--- src/rtl/csel_sub_pkg.sv ---
// ---------------------------------------------------------------------------
// csel_sub_pkg
//
// Shared definitions for the iterative carry-select subtractor:
//   - csel_sub_state_e : FSM state type (IDLE, RUN, DONE)
//   - DEFAULT_WIDTH / DEFAULT_SLICE : default operand width and slice width
//   - calc_num_slices() : number of SLICE-wide chunks in a WIDTH-bit operand
//   - calc_idx_w()      : width of the slice index, $clog2(num_slices), min 1
// ---------------------------------------------------------------------------
package csel_sub_pkg;

  typedef enum logic [1:0] {
    IDLE = 2'd0,
    RUN  = 2'd1,
    DONE = 2'd2
  } csel_sub_state_e;

  localparam int DEFAULT_WIDTH = 16;
  localparam int DEFAULT_SLICE = 4;

  function automatic int calc_num_slices(input int width, input int slice);
    return width / slice;
  endfunction

  // A single-slice configuration still needs a 1-bit index register so the
  // index compare logic stays uniform.
  function automatic int calc_idx_w(input int num_slices);
    int w;
    w = $clog2(num_slices);
    if (w < 1) begin
      w = 1;
    end
    return w;
  endfunction

endpackage

--- src/rtl/csel_sub_slice.sv ---
// ---------------------------------------------------------------------------
// csel_sub_slice
//
// Combinational SLICE-bit subtract unit. Produces both candidate results of
// a_s - b_s - bi in parallel, one for bi = 0 and one for bi = 1; the caller
// picks one with its registered running borrow.
//
// Ports:
//   a_s  in  SLICE  minuend slice
//   b_s  in  SLICE  subtrahend slice
//   d0   out SLICE  difference assuming borrow-in 0
//   bo0  out 1      borrow-out assuming borrow-in 0
//   d1   out SLICE  difference assuming borrow-in 1
//   bo1  out 1      borrow-out assuming borrow-in 1
// ---------------------------------------------------------------------------
module csel_sub_slice #(
  parameter int SLICE = 4
) (
  input  logic [SLICE-1:0] a_s,
  input  logic [SLICE-1:0] b_s,
  output logic [SLICE-1:0] d0,
  output logic             bo0,
  output logic [SLICE-1:0] d1,
  output logic             bo1
);

  // Both results are evaluated one bit wider than the slice: the extra MSB of
  // the zero-extended subtraction is exactly the borrow-out.
  logic [SLICE:0] r0;
  logic [SLICE:0] r1;

  always_comb begin
    r0 = {1'b0, a_s} - {1'b0, b_s};
    r1 = {1'b0, a_s} - {1'b0, b_s} - {{SLICE{1'b0}}, 1'b1};
  end

  assign d0  = r0[SLICE-1:0];
  assign bo0 = r0[SLICE];
  assign d1  = r1[SLICE-1:0];
  assign bo1 = r1[SLICE];

endmodule

--- src/rtl/csel_iter_subtractor.sv ---
// ---------------------------------------------------------------------------
// csel_iter_subtractor
//
// Iterative multi-cycle subtractor: diff = a - b - bin (mod 2^WIDTH),
// processed SLICE bits per clock. Each slice is evaluated carry-select style
// by csel_sub_slice (both borrow-in candidates), and the registered running
// borrow selects the one that applies.
//
// Optional feature: define CSEL_SUB_SIGNED_OVF_EN to add the 'ovf' output
// (two's-complement overflow of the subtraction).
//
// Ports:
//   clk        in   1      clock, rising edge
//   rst_n      in   1      asynchronous active-low reset
//   in_valid   in   1      operands a, b, bin valid
//   in_ready   out  1      block can accept a new operation (IDLE only)
//   a          in   WIDTH  minuend
//   b          in   WIDTH  subtrahend
//   bin        in   1      borrow-in
//   out_valid  out  1      result valid (DONE only)
//   out_ready  in   1      consumer accepts result
//   diff       out  WIDTH  a - b - bin mod 2^WIDTH
//   bout       out  1      borrow-out: 1 iff a < b + bin (unsigned)
//   ovf        out  1      signed overflow (only with CSEL_SUB_SIGNED_OVF_EN)
//
// Handshake: a transfer happens on a rising edge where valid && ready are
// both high. The operand side transfers only in IDLE (in_ready = 1); the bus
// is sampled on that edge only. The result side transfers only in DONE
// (out_valid = 1); diff/bout stay stable until that edge. valid is never
// withdrawn by this block before the transfer, and ready/valid outside
// their states are ignored.
// ---------------------------------------------------------------------------
module csel_iter_subtractor
  import csel_sub_pkg::*;
#(
  parameter int WIDTH = DEFAULT_WIDTH,
  parameter int SLICE = DEFAULT_SLICE
) (
  input  logic             clk,
  input  logic             rst_n,
  input  logic             in_valid,
  output logic             in_ready,
  input  logic [WIDTH-1:0] a,
  input  logic [WIDTH-1:0] b,
  input  logic             bin,
  output logic             out_valid,
  input  logic             out_ready,
  output logic [WIDTH-1:0] diff,
  output logic             bout
`ifdef CSEL_SUB_SIGNED_OVF_EN
  ,
  output logic             ovf
`endif
);

  localparam int NUM_SLICES = calc_num_slices(WIDTH, SLICE);
  localparam int IDX_W      = calc_idx_w(NUM_SLICES);
  localparam logic [IDX_W-1:0] LAST_IDX = IDX_W'(NUM_SLICES - 1);

  // -------------------------------------------------------------------------
  // State
  // -------------------------------------------------------------------------
  csel_sub_state_e   state_q,  state_d;
  logic [IDX_W-1:0]  idx_q,    idx_d;
  logic              borrow_q, borrow_d;
  logic [WIDTH-1:0]  a_q,      a_d;
  logic [WIDTH-1:0]  b_q,      b_d;
  logic [WIDTH-1:0]  diff_q,   diff_d;
  logic              bout_q,   bout_d;
`ifdef CSEL_SUB_SIGNED_OVF_EN
  logic              ovf_q,    ovf_d;
`endif

  // -------------------------------------------------------------------------
  // Slice datapath
  // -------------------------------------------------------------------------
  logic [SLICE-1:0] a_s;
  logic [SLICE-1:0] b_s;
  logic [SLICE-1:0] d0;
  logic [SLICE-1:0] d1;
  logic             bo0;
  logic             bo1;
  logic [SLICE-1:0] d_sel;
  logic             bo_sel;

  // Operand slice select, written as a compare-per-slice mux so the index
  // width never has to match the bit-offset arithmetic.
  always_comb begin
    a_s = '0;
    b_s = '0;
    for (int i = 0; i < NUM_SLICES; i++) begin
      if (idx_q == IDX_W'(i)) begin
        a_s = a_q[i*SLICE +: SLICE];
        b_s = b_q[i*SLICE +: SLICE];
      end
    end
  end

  csel_sub_slice #(
    .SLICE (SLICE)
  ) u_slice (
    .a_s (a_s),
    .b_s (b_s),
    .d0  (d0),
    .bo0 (bo0),
    .d1  (d1),
    .bo1 (bo1)
  );

  // Carry-select: the running borrow from the previous slice picks the
  // precomputed candidate.
  always_comb begin
    d_sel  = borrow_q ? d1  : d0;
    bo_sel = borrow_q ? bo1 : bo0;
  end

  // -------------------------------------------------------------------------
  // Next-state logic
  // -------------------------------------------------------------------------
  always_comb begin
    state_d  = state_q;
    idx_d    = idx_q;
    borrow_d = borrow_q;
    a_d      = a_q;
    b_d      = b_q;
    diff_d   = diff_q;
    bout_d   = bout_q;
`ifdef CSEL_SUB_SIGNED_OVF_EN
    ovf_d    = ovf_q;
`endif

    case (state_q)
      IDLE: begin
        // diff is left untouched here: it holds the last result until the
        // new operation overwrites it slice by slice.
        if (in_valid) begin
          a_d      = a;
          b_d      = b;
          borrow_d = bin;
          idx_d    = '0;
          state_d  = RUN;
        end
      end

      RUN: begin
        for (int i = 0; i < NUM_SLICES; i++) begin
          if (idx_q == IDX_W'(i)) begin
            diff_d[i*SLICE +: SLICE] = d_sel;
          end
        end
        borrow_d = bo_sel;
        if (idx_q == LAST_IDX) begin
          bout_d  = bo_sel;
`ifdef CSEL_SUB_SIGNED_OVF_EN
          // The last slice holds the result MSB, so d_sel[SLICE-1] is the
          // final diff MSB.
          ovf_d   = (a_q[WIDTH-1] != b_q[WIDTH-1]) &&
                    (d_sel[SLICE-1] != a_q[WIDTH-1]);
`endif
          state_d = DONE;
        end else begin
          idx_d = idx_q + IDX_W'(1);
        end
      end

      DONE: begin
        if (out_ready) begin
          state_d = IDLE;
        end
      end

      default: begin
        state_d = IDLE;
      end
    endcase
  end

  // -------------------------------------------------------------------------
  // Registers
  // -------------------------------------------------------------------------
  always_ff @(posedge clk or negedge rst_n) begin
    if (!rst_n) begin
      state_q  <= IDLE;
      idx_q    <= '0;
      borrow_q <= 1'b0;
      a_q      <= '0;
      b_q      <= '0;
      diff_q   <= '0;
      bout_q   <= 1'b0;
    end else begin
      state_q  <= state_d;
      idx_q    <= idx_d;
      borrow_q <= borrow_d;
      a_q      <= a_d;
      b_q      <= b_d;
      diff_q   <= diff_d;
      bout_q   <= bout_d;
    end
  end

`ifdef CSEL_SUB_SIGNED_OVF_EN
  always_ff @(posedge clk or negedge rst_n) begin
    if (!rst_n) begin
      ovf_q <= 1'b0;
    end else begin
      ovf_q <= ovf_d;
    end
  end

  assign ovf = ovf_q;
`endif

  // -------------------------------------------------------------------------
  // Outputs
  // -------------------------------------------------------------------------
  assign in_ready  = (state_q == IDLE);
  assign out_valid = (state_q == DONE);
  assign diff      = diff_q;
  assign bout      = bout_q;

endmodule

--- config.mk ---
export PLATFORM = sky130hd
export DESIGN_NAME = csel_iter_subtractor
export DESIGN_NICKNAME = d
export VERILOG_FILES = /design/src/rtl/csel_sub_pkg.sv /design/src/rtl/csel_sub_slice.sv /design/src/rtl/csel_iter_subtractor.sv
export SDC_FILE = /design/constraint.sdc
export NUM_CORES = 1
export LEC_CHECK = 0
export CAP_MARGIN = 20
export CORE_MARGIN = 3
export CORE_UTILIZATION = 35
export CTS_CLUSTER_DIAMETER = 150
export DETAILED_ROUTE_END_ITERATION = 8
export PLACE_DENSITY = 0.61
export SYNTH_ARGS = -nofsm -noshare
export SYNTH_HDL_FRONTEND = slang
export SYNTH_HIERARCHICAL = 1
export SYNTH_SLANG_ARGS = --single-unit
--- constraint.sdc ---
create_clock -name clk -period 4.32 [get_ports clk]
set_clock_uncertainty 0.1 [all_clocks]
set_input_delay 0.648 -clock clk [delete_from_list [all_inputs] [get_ports clk]]
set_output_delay 0.648 -clock clk [all_outputs]
set_load 0.05 [all_outputs]
==> impl_metrics.toml <==
[run]
maxCapViolations = 0

[sta]
max_slew_margin_pct = 58.5
period_minus_slack_ps = 3610
setup_violations = 0
max_freq_mhz = 277
slew_viol_final = 0
finalCritPeriodShare_pct = 83.5
setup_tns_ps = 0
hold_viol = 0
worstMarginPinSlew_ps = 622
setup_ws_ps = 715
rsz0062_at_grt = "false"

[floorplan]
core_area_um2 = 7330
ioPinCount = 56
fp.dieH_um = 93.4
fp.dieW_um = 93.4
die-area_um2 = 8720
core.rowCount = 31
initial_core_util_pct = 36.5

[drt]
drtAntennaViolNets = 0
drc = 0
vias_per_cell = 4.80
dr_wl_met2_mm = 2.51
route.met3.wl_um = 275
totalWireLength_mm = 5.14
vias = 1824
dr.pass1.iters = 4
top_layer = "met4"
wl_per_cell_um = 13.5
met1Wirelength_mm = 2.31
dr.first_iter.drc_count = 31

[worst_setup_path]
path_max_fanout = 11
end_kind = "register"
critPathLaunchType = "register"
cp.arrival_ps = 3730
setup.worst_path.class = "reg2reg"
worstPathRequired_ps = 4440

[cells_and_area]
final-seq-area_um2 = 1350
nets = 327
multi_input_area_um2 = 1160
antenna_cells = 0
layout_common_cells = "54 x dfrtp_1, 54 x clkdlybuf4s50_1, 33 x mux2_2"
fillers = 685
syn_to_final_growth_pct = 25.1
drive_gt1_share_pct = 17.8

[global_route]
grt_pass1_vias = 1831
grt_pass1_wl_mm = 8.83
antenna_found_initial = 0
grt_overflow = 0
grt_usage_pct = 12.9
grt_max_degree = 37

[outcome]
run_status = "complete, no violations"

[clocking]
cts-root-buf = "clkbuf_8"
clkTransAtPathRegs_ps = 100
cts_buffers = 5
clk_latency_ps = 310
post_cts_resize_count = 0
htree_levels = 2
postCtsSetupBuffers = 0
cts_hold_buf = 0
clockBufferDepth = 2
cts.sink_count = 54
cts_tree = "done"

[synth]
synth_seq_cells = 54
ys_seq_area_share_pct = 50.6
syn_area_um2 = 2670
avgSynthCellArea_um2 = 11.8
syn_inst = 227
synth_cell_type_count = 31
yosys_warnings = 6
synth_nets = 274

[place]
portBuffers = 55
gp_congestion = 0.769
dp_hpwl_mm = 4.03
pre_cts_slack_ps = 691

[min_path]
min-delay-path-class = "in2async"
-- cells by family after synthesis --
group	share of synthesized area [%]
DFF	50.6
and+or+nand+nor	9.78
AOI/OAI and AO/OA	10.8
muxes	15.8
buffers and inverters	6.23
adders and majority gates	4.96
xor gates and xnor gates	1.92
-- cell usage after synthesis --
cell	number	area share, %
dfrtp_1	54	51
mux2_2	33	14
nand2_1	27	3.8
o21ai_0	20	3.7
inv_1	15	2.1
ha_1	9	4.2
nor2b_1	8	1.9
a221oi_1	7	2.3
o31ai_1	7	2.0
nand3b_1	6	1.7
mux2i_1	5	1.9
a21oi_1	4	0.75
buf_2	4	0.75
buf_12	3	2.2
nor2_1	3	0.42
xnor2_1	3	0.98
a22o_1	2	0.66
buf_6	2	0.84
clkbuf_1	2	0.28
nand3_1	2	0.37
a211oi_2	1	0.47
a21o_2	1	0.33
a221oi_2	1	0.56
and2b_1	1	0.28
and2b_2	1	0.33
fa_1	1	0.75
nor3b_1	1	0.28
nor3b_2	1	0.47
or2b_1	1	0.28
xor2_1	1	0.33
xor2_2	1	0.61
-- registers in the layout, summed over array words and instances (netlist names) --
name and cells:
bout 1, diff 16, borrow_q 1, idx_q 2, state_q 2, a_q 16, b_q 16
-- layer usage --
layer,up-vias,GRT usage [%]
met5,-,0
met4,0,3.79
met3,5,3.38
met2,42,20.1
met1,881,17.6
li1,896,-
-- layout make-up --
cell class | instances | share of cell area [%]
clock inverters | 3 | 0.636
multi-input cells | 147 | 34.7
flip-flops and latches | 54 | 40.4
clock buffers | 5 | 2.06
well taps | 99 | 3.71
inverters | 15 | 1.68
repair buffers | 57 | 16.8
-- per-stage QoR --
step / utilization, % / instance area [µm²] / hold WS (ps) / std cells
3_3_place_gp: 44.4 / 3250 / 360 / 372
4_1_cts: 45.6 / 3340 / 269 / 380
3_5_place_dp: 44.4 / 3250 / 370 / 372
5_1_grt: 45.6 / 3340 / 299 / 380
2_1_floorplan: - / 2670 / 252 / 227
6_report: 45.6 / 3340 / 247 / 380
-- final timing paths --
kind,start,end,slack [ps],cells after the start
max,idx_q[1]$_DFFE_PN0P_,borrow_q$_DFFE_PN0P_,710,14
min,rst_n,borrow_q$_DFFE_PN0P_,250,1
min reg2reg,diff[9]$_DFFE_PN0P_,diff[9]$_DFFE_PN0P_,380,2
max reg2reg,idx_q[1]$_DFFE_PN0P_,borrow_q$_DFFE_PN0P_,710,14
max in group asynchronous,rst_n,state_q[0]$_DFFE_PN0P_,3110,2
min in group clk,diff[9]$_DFFE_PN0P_,diff[9]$_DFFE_PN0P_,380,2
-- worst max-delay path, stage by stage, from the launching register on --
cell and delay [ps]:
dfrtp_1 400, inv_1 80, ha_1 320, and2b_1 380
a221oi_1 110, o31ai_1 260, inv_1 80, ha_1 220
fa_1 520, ha_1 220, nand3_1 90, mux2_2 280
xnor2_1 180, nor2b_1 80, a221oi_2 210
Power is not shown: default switching activity piles up to over one toggle a cycle in this logic, so the estimate is an artifact.
